### config.mk
export PLATFORM = sky130hd
export DESIGN_NAME = cvxif_wb_buffer
export DESIGN_NICKNAME = d
export VERILOG_FILES = /design/src/rtl/ariane_pkg.sv /design/src/rtl/fifo_v3.sv /design/src/rtl/cvxif_wb_buffer.sv
export SDC_FILE = /design/constraint.sdc
export NUM_CORES = 1
export LEC_CHECK = 0
export ABC_AREA = 0
export CORE_MARGIN = 1
export CORE_UTILIZATION = 45
export CTS_CLUSTER_SIZE = 14
export DETAILED_ROUTE_END_ITERATION = 10
export HOLD_SLACK_MARGIN = 0.02
export PLACE_DENSITY = 0.73
export SYNTH_ARGS = -nofsm -noshare
export SYNTH_HDL_FRONTEND = slang
export SYNTH_SLANG_ARGS = --single-unit
export TNS_END_PERCENT = 1
### constraint.sdc
create_clock -name clk_i -period 15 [get_ports clk_i]
set_input_delay 1.5 -clock clk_i [delete_from_list [all_inputs] [get_ports clk_i]]
set_output_delay 1.5 -clock clk_i [all_outputs]
set_load 0.005 [all_outputs]
### src/rtl/ariane_pkg.sv
// Shared core types used by the CV-X-IF writeback buffer.
package ariane_pkg;

  localparam int unsigned XLEN           = 64;
  localparam int unsigned TRANS_ID_BITS  = 3;
  localparam int unsigned CVXIF_WB_DEPTH = 4;

  typedef struct packed {
    logic [XLEN-1:0] cause;
    logic [XLEN-1:0] tval;
    logic            valid;
  } exception_t;

  typedef struct packed {
    logic [TRANS_ID_BITS-1:0] trans_id;
    logic [XLEN-1:0]          result;
    exception_t               ex;
    logic                     we;
  } cvxif_wb_entry_t;

endpackage

### src/rtl/fifo_v3.sv
// Synchronous FIFO with flush; head is presented combinationally on data_o.
module fifo_v3 #(
  parameter int unsigned DEPTH = 4,
  parameter type dtype = logic,
  localparam int unsigned PTR_W = (DEPTH > 1) ? $clog2(DEPTH) : 1,
  localparam int unsigned CNT_W = $clog2(DEPTH + 1)
) (
  input  logic             clk_i,
  input  logic             rst_ni,
  input  logic             flush_i,
  output logic             full_o,
  output logic             empty_o,
  output logic [CNT_W-1:0] usage_o,
  input  dtype             data_i,
  input  logic             push_i,
  output dtype             data_o,
  input  logic             pop_i
);

  dtype             mem_q [DEPTH];
  dtype             mem_d [DEPTH];
  logic [PTR_W-1:0] rd_ptr_q, rd_ptr_d;
  logic [PTR_W-1:0] wr_ptr_q, wr_ptr_d;
  logic [CNT_W-1:0] cnt_q, cnt_d;
  logic             do_push, do_pop;

  function automatic logic [PTR_W-1:0] ptr_inc(input logic [PTR_W-1:0] p);
    return (p == PTR_W'(DEPTH - 1)) ? '0 : p + 1'b1;
  endfunction

  assign full_o  = (cnt_q == CNT_W'(DEPTH));
  assign empty_o = (cnt_q == '0);
  assign usage_o = cnt_q;
  assign data_o  = mem_q[rd_ptr_q];
  assign do_pop  = pop_i && !empty_o;
  // A push into a full FIFO is accepted only when the head leaves in the same cycle.
  assign do_push = push_i && (!full_o || do_pop);

  // Pointer, count and storage next-state; flush wins over push and pop.
  always_comb begin
    mem_d    = mem_q;
    rd_ptr_d = rd_ptr_q;
    wr_ptr_d = wr_ptr_q;
    cnt_d    = cnt_q;
    if (flush_i) begin
      rd_ptr_d = '0;
      wr_ptr_d = '0;
      cnt_d    = '0;
    end else begin
      if (do_push) begin
        mem_d[wr_ptr_q] = data_i;
        wr_ptr_d        = ptr_inc(wr_ptr_q);
      end
      if (do_pop) begin
        rd_ptr_d = ptr_inc(rd_ptr_q);
      end
      cnt_d = cnt_q + CNT_W'(do_push) - CNT_W'(do_pop);
    end
  end

  // Control state register.
  always_ff @(posedge clk_i or negedge rst_ni) begin
    if (!rst_ni) begin
      rd_ptr_q <= '0;
      wr_ptr_q <= '0;
      cnt_q    <= '0;
    end else begin
      rd_ptr_q <= rd_ptr_d;
      wr_ptr_q <= wr_ptr_d;
      cnt_q    <= cnt_d;
    end
  end

  // Storage is not reset; the count alone decides what is valid.
  always_ff @(posedge clk_i) begin
    mem_q <= mem_d;
  end

endmodule

### src/rtl/cvxif_wb_buffer.sv
// Result buffer between the CV-X-IF functional unit and the scoreboard
// writeback port: issue credits, in-order result FIFO, flush discard tracking.
module cvxif_wb_buffer
  import ariane_pkg::*;
#(
  parameter int unsigned DEPTH         = CVXIF_WB_DEPTH,
  parameter int unsigned TRANS_ID_BITS = ariane_pkg::TRANS_ID_BITS,
  localparam int unsigned CW = $clog2(DEPTH + 1)
) (
  input  logic                     clk_i,
  input  logic                     rst_i,
  input  logic                     flush_i,
  input  logic                     issue_fire_i,
  output logic                     issue_ready_o,
  input  logic                     in_valid_i,
  input  logic [TRANS_ID_BITS-1:0] in_trans_id_i,
  input  logic [XLEN-1:0]          in_result_i,
  input  exception_t               in_exception_i,
  input  logic                     in_we_i,
  output logic                     wb_valid_o,
  input  logic                     wb_ready_i,
  output logic [TRANS_ID_BITS-1:0] wb_trans_id_o,
  output logic [XLEN-1:0]          wb_result_o,
  output exception_t               wb_exception_o,
  output logic                     wb_we_o,
  output logic [CW-1:0]            inflight_o
);

  // Counters hold up to DEPTH+1 (a fire landing in a flush cycle); sums get one more bit.
  localparam int unsigned W  = $clog2(DEPTH + 2);
  localparam int unsigned SW = W + 1;

  logic [W-1:0]    pending_q, pending_d;
  logic [W-1:0]    discard_q, discard_d;
  logic            fifo_full, fifo_empty;
  logic [CW-1:0]   fifo_usage;
  cvxif_wb_entry_t push_entry, head_entry;
  logic            push, pop, no_discard, accept_dec;
  logic [SW-1:0]   busy_sum;

  assign no_discard = (discard_q == '0);
  assign accept_dec = in_valid_i && no_discard;
  assign push       = accept_dec && !flush_i;
  assign pop        = wb_valid_o && wb_ready_i;
  assign busy_sum   = {1'b0, pending_q} + SW'(fifo_usage);

  assign issue_ready_o = (busy_sum < SW'(DEPTH)) && no_discard && !flush_i;
  assign inflight_o    = CW'(busy_sum);

  // Pack the incoming result into a FIFO entry.
  always_comb begin
    push_entry.trans_id = in_trans_id_i;
    push_entry.result   = in_result_i;
    push_entry.ex       = in_exception_i;
    push_entry.we       = in_we_i;
  end

  fifo_v3 #(
    .DEPTH (DEPTH),
    .dtype (cvxif_wb_entry_t)
  ) i_fifo (
    .clk_i   (clk_i),
    .rst_ni  (~rst_i),
    .flush_i (flush_i),
    .full_o  (fifo_full),
    .empty_o (fifo_empty),
    .usage_o (fifo_usage),
    .data_i  (push_entry),
    .push_i  (push),
    .data_o  (head_entry),
    .pop_i   (pop)
  );

  // Head toward writeback, zeroed when nothing is buffered.
  always_comb begin
    wb_valid_o     = !fifo_empty;
    wb_trans_id_o  = '0;
    wb_result_o    = '0;
    wb_exception_o = '0;
    wb_we_o        = 1'b0;
    if (!fifo_empty) begin
      wb_trans_id_o  = head_entry.trans_id;
      wb_result_o    = head_entry.result;
      wb_exception_o = head_entry.ex;
      wb_we_o        = head_entry.we;
    end
  end

  // Pending/discard bookkeeping; on flush every outstanding instr becomes a discard,
  // and a result returning in the flush cycle is one of them.
  always_comb begin
    logic [SW-1:0] dsum;
    logic [SW-1:0] psum;
    pending_d = pending_q;
    discard_d = discard_q;
    dsum      = {1'b0, discard_q} + {1'b0, pending_q} + SW'(issue_fire_i);
    psum      = {1'b0, pending_q} + SW'(issue_fire_i);
    if (flush_i) begin
      pending_d = '0;
      discard_d = (dsum >= SW'(in_valid_i)) ? W'(dsum - SW'(in_valid_i)) : '0;
    end else begin
      pending_d = (psum >= SW'(accept_dec)) ? W'(psum - SW'(accept_dec)) : '0;
      if (in_valid_i && !no_discard) begin
        discard_d = discard_q - 1'b1;
      end
    end
  end

  // Counter registers.
  always_ff @(posedge clk_i or posedge rst_i) begin
    if (rst_i) begin
      pending_q <= '0;
      discard_q <= '0;
    end else begin
      pending_q <= pending_d;
      discard_q <= discard_d;
    end
  end

  a_no_overflow : assert property (@(posedge clk_i) disable iff (rst_i)
    !(push && fifo_full && !pop));

  a_no_orphan_result : assert property (@(posedge clk_i) disable iff (rst_i)
    !(in_valid_i && no_discard && (pending_q == '0) && !issue_fire_i));

endmodule

==> results.txt <==
----------------------------------------------------
[Status]
  Result of the run ... completed

[Layout]
  Post-layout instance count excluding filler cells ... around 2700
  Area Growth Syn to Fin ... 24.6%
  Design area ... roughly 38000 um2
  Net total in the final layout ... ~2000
  Share of final-layout standard cells stronger than drive strength 1 ... about 18%

[Route]
  Aggregate routed wire length ... roughly 63000 um
  Overall via count from detail_route ... 14600
  Number of vias per cell after detailed routing ... about 5.3
  Number of detailed-route iterations in the first pass ... 5
  1st-iter DRT viols ... 1043
  DR WL/cell ... 22.9 um
  Post-DRT Antenna Nets ... 0
  Residual DRC ... 0

[Critical path]
  Data required time of the worst path ... roughly 14 ns
  Type of the setup path with the least slack ... reg -> out
  Reg-to-reg startpoint ... discard_q[1]$_DFFE_PP0P_
  Worst reg-to-reg path cell count ... 7
  Slack of the worst reg-to-reg path ... approximately 11 ns
  Signal arrival time at the worst endpoint ... 4.33 ns
  Kind of launch point of the worst setup path ... flop
  Critical Path End Type ... primary output
  Largest fanout on the critical path ... 45
  Endpoint of the worst-slack reg-to-reg timing path ... i_fifo.mem_q[577]$_DFFE_PP_

[Placed design]
  Total instance count after detailed placement ... roughly 2600
  Post-placement cell area ... 35700 um2
  Count of buffers inserted at the top-level ports ... 404
  HPWL after detailed placement ... approximately 37000 um
  GP Congestion ... around 0.73

[Die]
  Core outline area ... 67500 um2
  Initial cell density of the core ... 45.6%
  Number of top-level pins ... about 410
  Die outline height ... 264 um
  Die width ... 264 um
  Overall die area ... 69500 um2
  Num rows ... 95

[CTS]
  Number of buffers on the longest clock path ... 3
  Clk slew on worst S/H paths ... approximately 0.060 ns
  Clock latency reported for the late side of the worst-skew pair ... around 0.63 ns
  Resized Gates After CTS ... 0
  Number of hold-repair buffers added at the cts stage ... 0
  # H-tree levels ... 3
  CTS root buffer ... sky130_fd_sc_hd__clkbuf_16
  TritonCTS clock tree ... built
  CTS Sinks ... ~800
  Setup bufs post-CTS ... 0
  Clock buffers created by TritonCTS ... around 80

[Timing]
  Ratio of final minimum period to clock period ... between 30% and 40%
  Final setup fails ... 0
  Slew Limit Fails ... 0
  Setup TNS ... 0 ns
  Final hold violation count ... 0
  RSZ-0062 raised after global routing ... no
  Tightest slew margin relative to the limit ... about a quarter
  Slew at the pin closest to its max-slew limit ... approximately 1.1 ns
  Final period demand of the worst path ... ~6 ns
  Maximum clock skew at final layout ... roughly 0.033 ns
  Max Clock Freq ... 0.171 GHz

[Power and ir drop]
  Share of total power in sequential cells ... 41.2%
  Leakage power total ... around 12 nW
  Cell Int Power ... 0.00468 W
  Combinational cell fraction of total power ... 27.4%
  Net load switching power ... approximately 0.0016 W
  Peak supply drop ... between 0.0001 and 0.00015 V
  Share of power burned in the clock network ... 31.4%
  Switching power as a share of total power ... between 20% and 30%
  Power density relative to cell area ... roughly 160 nW/um2

[Global route]
  Overflow left after global routing ... 0
  Via count of the first global-routing pass ... approximately 16000
  Antenna violations before repair ... 9
  Wire length of the first global-routing pass ... between 90000 and 100000 um
  Largest net degree at the start of global routing ... 150
  Global routing usage summed across all routing layers ... 18.1%

[Yosys]
  Leading cell types by total area after synthesis ... sky130_fd_sc_hd__edfxtp_1, sky130_fd_sc_hd__mux4_2, sky130_fd_sc_hd__and2_1
  Warnings from Yosys ... 0
  Most repeated cell in the gate-level netlist after synthesis ... sky130_fd_sc_hd__edfxtp_1
  Mapped cell area ... ~31000 um2
  Yosys cell types ... 33
  Number of enable flip-flop cells after synthesis ... around 800
  Async set or reset register ratio after synthesis ... between 1.5 and 2%
  Most area-hungry cell type in the Yosys netlist ... sky130_fd_sc_hd__edfxtp_1
  Number of standard cells after synthesis ... approximately 1400
  Main flop type after synthesis ... sky130_fd_sc_hd__edfxtp_1
  Register area share after synthesis ... 77.8%
  Post-Syn Nets ... about 1600
  Post-synthesis register bit count ... 801
  Per-instance average area after synthesis ... between 20 and 25 um2
  Top cell type's share of synthesized area ... 76.8%
  Ranking of synthesized cells by instance count ... sky130_fd_sc_hd__edfxtp_1, sky130_fd_sc_hd__and2_1, sky130_fd_sc_hd__mux4_2

[Worst hold path]
  HP Start ... i_fifo.wr_ptr_q[1]$_DFFE_PP0P_
  Hold crit path type ... reg -> reg
  Depth of the worst hold-timing path ... 2
  End point of the most critical hold path ... i_fifo.wr_ptr_q[1]$_DFFE_PP0P_

[Job]
  Max cap viols ... 0

----------------------------------------------------
[critical path, cell delays in order (launching register included)]
cell and delay [ns]:
sky130_fd_sc_hd__dfrtp_4 0.88, sky130_fd_sc_hd__buf_4 0.68, sky130_fd_sc_hd__buf_4 0.82, sky130_fd_sc_hd__mux4_2 0.62
sky130_fd_sc_hd__and2_1 0.20, sky130_fd_sc_hd__clkdlybuf4s50_1 0.45
[worst max-delay path by stage]
stage	from	endpoint	slack (ns)	depth (start not counted)
floorplan	in_valid_i	i_fifo.mem_q[0]$_DFFE_PP_	7.90	3
global placement	in_valid_i	i_fifo.mem_q[109]$_DFFE_PP_	9.65	6
detailed placement	in_valid_i	i_fifo.mem_q[107]$_DFFE_PP_	9.63	6
CTS	i_fifo.rd_ptr_q[0]$_DFFE_PP0P_	wb_exception_o[124]	8.96	5
global route	i_fifo.rd_ptr_q[0]$_DFFE_PP0P_	wb_exception_o[124]	8.78	5
finish	i_fifo.rd_ptr_q[0]$_DFFE_PP0P_	wb_exception_o[124]	9.17	5
[cell type report]
type	count	area [um2]
Clock buffer	98	2150
Clock inverter	50	487
Sequential cell	801	24000
Inverter	19	71.3
Multi-Input combinational cell	479	6400
Timing Repair Buffer	420	4190
Antenna cell	2	5.00
Fill cell	4916	29100
Tap cell	873	1090
[through the flow]
step / hold WS [ns] / setup slack (ns) / utilization, % / power, W
finish: 0.613 / 9.17 / 56.9 / 0.00630
global route: 0.661 / 8.78 / 56.9 / 0.00656
CTS: 0.617 / 8.96 / 56.9 / 0.00638
detailed placement: 0.592 / 9.63 / 52.9 / 0.00440
global placement: 0.590 / 9.65 / 52.9 / 0.00439
floorplan: 0.538 / 7.90 / - / 0.00348
[state kept, by name, summed over array words and instances, names as in the netlist]
register         cells
i_fifo.usage_o       3
i_fifo.wr_ptr_q      2
discard_q            3
i_fifo.rd_ptr_q      2
pending_q            3
i_fifo.mem_q       788
[logic make-up after synthesis]
family                   after synthesis  synth area share, %
multiplexers                         199                 14.5
flip-flops                           801                 77.8
AO/OA/AOI/OAI                         14                0.304
adder cells (fa/ha/maj)               24                 1.07
XOR/XNOR                               7                0.199
AND/OR/NAND/NOR                      235                 4.64
buffers and inverters                 86                 1.49
[per-layer routing]
layer / GRT usage (%) / routed length [um] / vias up
met2: 29.3 / 30900 / 475
met1: 23.6 / 25200 / 7575
met3: 5.99 / 5190 / 109
met5: 0 / 109 / -
li1: - / - / 6442
met4: 5.14 / 1290 / 16
[power groups by stage]
stage / Sequential (W) / Combinational, W / Clock, W
finish: 0.00260 / 0.00173 / 0.00198
global route: 0.00261 / 0.00186 / 0.00210
CTS: 0.00260 / 0.00176 / 0.00202
detailed placement: 0.00265 / 0.00175 / 0
global placement: 0.00264 / 0.00174 / 0
floorplan: 0.00262 / 0.000860 / 0
[placed cells by master (no fill, tap or decap), types with 14 or more instances in the layout]
| cell type | count |
|---|---|
| sky130_fd_sc_hd__clkinv_2 | 16 |
| sky130_fd_sc_hd__clkinv_1 | 16 |
| sky130_fd_sc_hd__edfxtp_1 | 788 |
| sky130_fd_sc_hd__inv_1 | 19 |
| sky130_fd_sc_hd__and2_1 | 199 |
| sky130_fd_sc_hd__buf_4 | 14 |
| sky130_fd_sc_hd__clkbuf_16 | 84 |
| sky130_fd_sc_hd__clkbuf_1 | 14 |
| sky130_fd_sc_hd__ha_1 | 20 |
| sky130_fd_sc_hd__mux4_2 | 197 |
| sky130_fd_sc_hd__clkdlybuf4s50_1 | 404 |
Power figures use the tool's default switching activity.
